**config.mk**
```make
export PLATFORM = sky130hd
export DESIGN_NAME = intdiv_mulrec_flat
export DESIGN_NICKNAME = d
export VERILOG_FILES = /design/src/rtl/intdiv_mulrec_if.sv /design/src/rtl/intdiv_mulrec.sv /design/src/flat_wrapper.sv
export SDC_FILE = /design/constraint.sdc
export NUM_CORES = 1
export LEC_CHECK = 0
export CORE_MARGIN = 2
export CORE_UTILIZATION = 62
export CTS_BUF_LIST = sky130_fd_sc_hd__clkbuf_8 sky130_fd_sc_hd__clkbuf_16
export CTS_CLUSTER_DIAMETER = 60
export DETAILED_ROUTE_END_ITERATION = 7
export PLACE_DENSITY = 0.85
export SYNTH_ARGS = -nofsm -noshare
export SYNTH_HDL_FRONTEND = slang
export SYNTH_SLANG_ARGS = --single-unit
```
**constraint.sdc**
```tcl
create_clock -name clock -period 5 [get_ports clock]
set_input_delay 1.5 -clock clock [delete_from_list [all_inputs] [get_ports clock]]
set_output_delay 1.5 -clock clock [all_outputs]
set_load 0.01 [all_outputs]
```
**src/rtl/intdiv_mulrec_if.sv**
```systemverilog
// Operand/result handshake bundle for the z*y+r reconstruction block.
// The master drives the operands and out_ready; the slave returns the result.
interface intdiv_mulrec_if #(parameter int N = 4);
  logic [N-1:0] z;
  logic [N-1:0] y;
  logic [N-1:0] r;
  logic         in_valid;
  logic         in_ready;
  logic [N-1:0] x;
  logic         ovf;
  logic         out_valid;
  logic         out_ready;

  modport master (output z, y, r, in_valid, out_ready,
                  input  in_ready, x, ovf, out_valid);
  modport slave  (input  z, y, r, in_valid, out_ready,
                  output in_ready, x, ovf, out_valid);
endinterface

```
**src/rtl/intdiv_mulrec.sv**
```systemverilog
// Rebuilds a divider's dividend as x = z*y + r with a serial shift-add multiply
// on magnitudes, then a sign fix-up and overflow check on a 2N+2-bit sum.
module intdiv_mulrec #(
  parameter int N = 4
) (
  input logic           clock,
  input logic           reset,
  intdiv_mulrec_if.slave bus
);
  localparam int CW = $clog2(N) + 1;

  typedef enum logic [1:0] {IDLE, MUL, FIX, DONE} state_t;

  state_t         r_state;
  logic [2*N-1:0] r_acc;
  logic [2*N-1:0] r_mcand;
  logic [N:0]     r_ay;
  logic           r_sgn;
  logic [N-1:0]   r_rem;
  logic [CW-1:0]  r_cnt;
  logic [N-1:0]   r_x;
  logic           r_ovf;

  logic [N:0]     w_z_ext, w_y_ext, w_az, w_ay;
  logic [2*N+1:0] w_acc_ext, w_prod, w_sum;
  logic           w_ovf;

  // N+1-bit magnitudes so that -2^(N-1) stays exact
  assign w_z_ext = {bus.z[N-1], bus.z};
  assign w_y_ext = {bus.y[N-1], bus.y};
  assign w_az    = bus.z[N-1] ? -w_z_ext : w_z_ext;
  assign w_ay    = bus.y[N-1] ? -w_y_ext : w_y_ext;

  assign w_acc_ext = {2'b00, r_acc};
  assign w_prod    = r_sgn ? -w_acc_ext : w_acc_ext;
  assign w_sum     = w_prod + {{(N+2){r_rem[N-1]}}, r_rem};
  // representable iff every bit from the N-bit sign position upward agrees
  assign w_ovf     = !((&w_sum[2*N+1:N-1]) || !(|w_sum[2*N+1:N-1]));

  always_ff @(posedge clock) begin
    if (reset) begin
      r_state <= IDLE;
      r_x     <= '0;
      r_ovf   <= 1'b0;
      r_cnt   <= '0;
      r_acc   <= '0;
    end else begin
      case (r_state)
        IDLE: if (bus.in_valid) begin
          r_mcand <= {{(N-1){1'b0}}, w_az};
          r_ay    <= w_ay;
          r_sgn   <= bus.z[N-1] ^ bus.y[N-1];
          r_rem   <= bus.r;
          r_acc   <= '0;
          r_cnt   <= '0;
          r_state <= MUL;
        end
        MUL: begin
          // multiplicand shifts left one place per step, tracking the counter
          if (r_ay[0]) r_acc <= r_acc + r_mcand;
          r_mcand <= r_mcand << 1;
          r_ay    <= r_ay >> 1;
          r_cnt   <= r_cnt + CW'(1);
          if (r_cnt == CW'(N-1)) r_state <= FIX;
        end
        FIX: begin
          r_x     <= w_sum[N-1:0];
          r_ovf   <= w_ovf;
          r_state <= DONE;
        end
        DONE: if (bus.out_ready) r_state <= IDLE;
        default: r_state <= IDLE;
      endcase
    end
  end

  assign bus.in_ready  = (r_state == IDLE);
  assign bus.out_valid = (r_state == DONE);
  assign bus.x         = r_x;
  assign bus.ovf       = r_ovf;
endmodule

```
**src/flat_wrapper.sv**
```systemverilog
// flat-port wrapper written by rule: the top's interface ports become plain ports
module intdiv_mulrec_flat 
#(
  parameter int N = 4
)
  (clock, reset, bus_z, bus_y, bus_r, bus_in_valid, bus_out_ready, bus_in_ready, bus_x, bus_ovf, bus_out_valid);
  intdiv_mulrec_if #(.N(N)) bus_i ();
  input logic clock;
  input logic reset;
  input wire logic [$bits(bus_i.z)-1:0] bus_z;
  input wire logic [$bits(bus_i.y)-1:0] bus_y;
  input wire logic [$bits(bus_i.r)-1:0] bus_r;
  input wire logic [$bits(bus_i.in_valid)-1:0] bus_in_valid;
  input wire logic [$bits(bus_i.out_ready)-1:0] bus_out_ready;
  output wire logic [$bits(bus_i.in_ready)-1:0] bus_in_ready;
  output wire logic [$bits(bus_i.x)-1:0] bus_x;
  output wire logic [$bits(bus_i.ovf)-1:0] bus_ovf;
  output wire logic [$bits(bus_i.out_valid)-1:0] bus_out_valid;
  assign bus_i.z = bus_z;
  assign bus_i.y = bus_y;
  assign bus_i.r = bus_r;
  assign bus_i.in_valid = bus_in_valid;
  assign bus_i.out_ready = bus_out_ready;
  assign bus_in_ready = bus_i.in_ready;
  assign bus_x = bus_i.x;
  assign bus_ovf = bus_i.ovf;
  assign bus_out_valid = bus_i.out_valid;
  intdiv_mulrec #(.N(N)) u_core (.clock(clock), .reset(reset), .bus(bus_i));
endmodule
```
### Word-level counts from Yosys, hierarchy flattened

Index checks and enable logic that the tools add are counted.

| storage, ports and cells | value |
|---|---|
| logic and storage cells | 53 |
| flip-flop bits (word level) | 36 |
| input bits | 16 |

| cells by class | value |
|---|---|
| equality and inequality tests | 8 |
| reduce and logical (&&, ||, !) cells | 12 |
| add/sub/neg operators | 6 |
| bitwise operators | 2 |
| muxes and demuxes | 16 |

Operators with widths:

| kind | count |
|---|---|
| 8-bit one-hot mux with 2 select lines | 2 |
| 8-bit 2-to-1 mux | 3 |
| 5-bit 2-to-1 mux | 3 |
| 3-bit AND reduction | 4 |
| 10-bit adder | 1 |
| 10-bit 2-to-1 mux | 1 |
| 5-bit negator | 2 |
| 8-bit negator with 10-bit output | 1 |
| 5-bit one-hot mux with 2 select lines | 1 |
| 8-bit adder | 1 |
| 2-bit one-hot mux with 4 select lines | 1 |
| 7-bit AND reduction | 1 |
| 7-bit OR reduction | 1 |
| 2-bit 2-to-1 mux | 3 |
| 3-bit one-hot mux with 2 select lines | 1 |
| 2-bit equality test, second input constant | 2 |
| 2-bit by 1-bit inequality test with 1-bit output, second input constant | 2 |
| 2-bit inequality test, second input constant | 2 |
| 3-bit by 1-bit adder with 3-bit output, second input constant | 1 |
| 3-bit by 2-bit equality test with 1-bit output, second input constant | 1 |
| 3-bit 2-to-1 mux | 1 |
| 2-bit by 1-bit equality test with 1-bit output, second input constant | 1 |
| 1-bit zero test | 2 |
| 2-bit zero test | 1 |
| other kinds (5) | 5 |

### Depth between registers and ports, before layout

| depth | value |
|---|---|
| depth after elaboration | 7 |
| mapped depth | 13 |
| gate-level depth less buffers | 13 |

### Least setup slack after synthesis

Ideal clock, no wire load.

| path | value |
|---|---|
| path type | input to register |
| from | input port bus_in_valid |
| to | register u_core.r_ay[0], enable pin |
| required time | 4.618 ns |
| arrival | 2.418 ns |
| setup slack | 2.200 ns |
| stages | 3 |
| library setup time | 0.382 ns |
| cells stage by stage | nand2b_1 -> o21ai_0 -> nor2_1 |

| on the way | value |
|---|---|
| cells in the longest elaborated chain, start to end | 2 |

RTL lines:

| item | RTL line | text |
|---|---|---|
| start: declaration | flat_wrapper.sv:13 | `input wire logic [$bits(bus_i.in_valid)-1:0] bus_in_valid;` |
| 2-bit inequality test (no line) | -- |  |
| 3-bit AND reduction (no line) | -- |  |
| end signal: assignment | intdiv_mulrec.sv:51 | `r_ay <= w_ay;` |
| end signal: assignment | intdiv_mulrec.sv:62 | `r_ay <= r_ay >> 1;` |
| end: declaration | intdiv_mulrec.sv:17 | `logic [N:0] r_ay;` |

No other way between the ends.
A chain may end at the register's enable or synchronous reset.

### Worst setup path after layout

| path | value |
|---|---|
| from | input port bus_in_valid |
| to | register u_core.r_ay[2], enable pin |

The elaborated chain is that of the path after synthesis.

==> run summary <==
WHS: 0.484 ns
endpoint class of the critical path: flip-flop
Final setup viols: 0
Netlist cell types: 47
Setup WS post-layout: 1.64 ns
PD cells: 507 nW/um^2
Post-synth EDFFs: 18
final slew viol count: 0
Worst EP arrival: 3.27 ns
chip height: 66.6 um
Synth Net Count: 303
first-pass GRT wire length: 8.02 mm
Die Area: 4440 sq um
TritonCTS Buffers: 5
drt total wl: 4.62 mm
Slew HR: 30.5%
fraction of registers with async set/reset: 0%
Worst Hold Class: reg2reg
largest net degree at the start of global routing: 25
VDD IR max: 0.000373 V
Comb pwr share: 51.6%
Ys Warns: 0
GP Congestion: 0.737
Port Buffers: 22
CP Launch Type: input pin
antenna violations before repair: 0
Clock Power Share: 15.1%
synthesized flop and latch total: 36
worst slack, placed: 1.38 ns
Mapped Area: 2430 sq um
GRT Util Overall: 23.9%
status: finished clean
vias in the first global route: 1854
root buffer cell: clkbuf_8
RSZ-0062 raised after global routing: false
Clock Path Buffers: 2
Antenna Cells: 0
sequential share of power: 33.3%
Setup Skew: 0.00745 ns
Final ANT Viol Nets: 0
CP Class: in2reg
final period utilization: 67.2%
Main synth FF type: edfxtp_1
Cell Rows: 22
# IOs: 23
internal power: 0.832 mW
drt wl/cell: 14.0 um
worst skew pair latency: 0.29 ns
crit-path max FO: 13
post-DR vias/cell: 5.78
synth top area cells: edfxtp_1 22%, dfxtp_1 15%, ha_1 13%
placed instance area: 2680 sq um
Power Total: 1.40 mW
post-CTS setup buffers: 0
switching pwr: 0.571 mW
fmax: 298 MHz
DP Wirelength: 3.53 mm
PostCTS Resize Cnt: 0
Commonest cells post-synth: 33 x nor2_1, 25 x ha_1, 19 x nand2_1
Die Width: 66.6 um
Slew @ Worst Pin: 1.04 ns
CTS tree: yes
CTS sink cnt: 36
Starting Density: 65.4%
# DRC: 0
min Tclk post-route: 3.36 ns
Max-Cap Viols: 0
layout cell share with drive strength beyond 1: 4.61%
switch share: 40.7%
Vias: 1907
Core Area: 3720 sq um
WP data required: 4.91 ns
Design Area, Final: 2770 sq um
register area share after synthesis: 37.1%
Hold Vio Cnt, Final: 0
grt total ovfl: 0
top-area cell type share of the netlist area: 22.2%
Post-CTS Hold Fix Bufs: 0
largest area contributor in the netlist: edfxtp_1
Syn Area/Cell: 9.35 sq um
Clock transition at path regs: 0.07 ns
gate count after technology mapping: 260
Pleak: 1.11 nW
DR iter-0 viols: 88
setup TNS: 0 ns
final-stage net count: 324
CTS H-tree lvls: 2
number of iterations in the first detailed-routing pass: 5
synthesis-to-layout area growth: 13.8%
count leader, synth: nor2_1
[cells by family (layout without fill, tap and decap cells)]
logic type | Yosys count | count (layout) | synth area share (%)
and+or+nand+nor | 81 | 81 | 16.1
AOI/OAI and AO/OA | 57 | 57 | 16.0
DFF | 36 | 36 | 37.1
adders and majority gates | 27 | 27 | 14.5
buffers and inverters | 26 | 48 | 4.32
xor gates and xnor gates | 25 | 25 | 9.01
muxes | 7 | 7 | 2.88
other | 1 | 1 | 0.154
[path summary, 6_finish.rpt]
check / startpoint / to / slack (ns) / depth (start not counted)
setup / recovery: bus_in_valid / u_core.r_ay[2] / 1.64 / 4
hold / removal: u_core.bus.x[1] / u_core.bus.x[1] / 0.48 / 2
setup reg to reg: u_core.r_acc[1] / u_core.bus.ovf / 2.20 / 13
hold reg to reg: u_core.bus.x[1] / u_core.bus.x[1] / 0.48 / 2
[power groups by stage]
stage	clock network, mW	registers (mW)	logic, mW
after floorplan	0	0.460	0.555
after global placement	0	0.468	0.694
after detailed placement	0	0.472	0.719
after CTS	0.213	0.467	0.725
after global routing	0.226	0.478	0.809
final	0.212	0.467	0.724
[through the flow]
stage	std cells	util (%)
3_3_place_gp	322	72.1
4_1_cts	330	74.5
3_5_place_dp	322	72.1
5_1_grt	330	74.5
6_report	330	74.5
2_1_floorplan	260	-
[layout make-up]
cell class	instances	area (sq um)
Clock inverter	2	7.51
Clock buffer	6	82.6
Tap cell	48	60.1
Inverter	17	63.8
Fill cell	266	948
Sequential cell	36	901
Multi-Input combinational cell	198	1430
Timing Repair Buffer	23	228
[state kept, by name, summed over array words and instances (netlist names)]
| register | cells |
|---|---|
| u_core.r_mcand | 8 |
| u_core.bus.ovf | 1 |
| u_core.r_cnt | 3 |
| u_core.r_sgn | 1 |
| u_core.bus.x | 4 |
| u_core.r_ay | 5 |
| u_core.r_state | 2 |
| u_core.r_rem | 4 |
| u_core.r_acc | 8 |
[layer usage]
metal | GRT usage, % | wire (um)
met5 | 0 | 0
met4 | 8.67 | 92
met3 | 4.56 | 178
met2 | 40.3 | 2260
met1 | 30.5 | 2090
[worst max-delay path, stage by stage]
cell and delay, ns:
clkdlybuf4s50_1 0.46, nand2b_1 0.16, o21ai_0 0.26, nor2_1 0.88
[placed cells by master, fill, tap and decap left out, drive strengths merged, types with 3 or more instances in the layout]
master / instances
nand2: 19
dfxtp: 18
inv: 18
a22oi: 7
clkdlybuf4s50: 22
a211oi: 4
xnor2: 17
a21o: 5
and2: 5
o211ai: 3
nor2: 33
o31ai: 3
ha: 25
clkbuf: 6
xor2: 8
nor4: 3
mux2i: 7
nor3: 6
a21oi: 9
nor2b: 3
edfxtp: 18
o21ai: 15
Power figures use the tool's default switching activity.
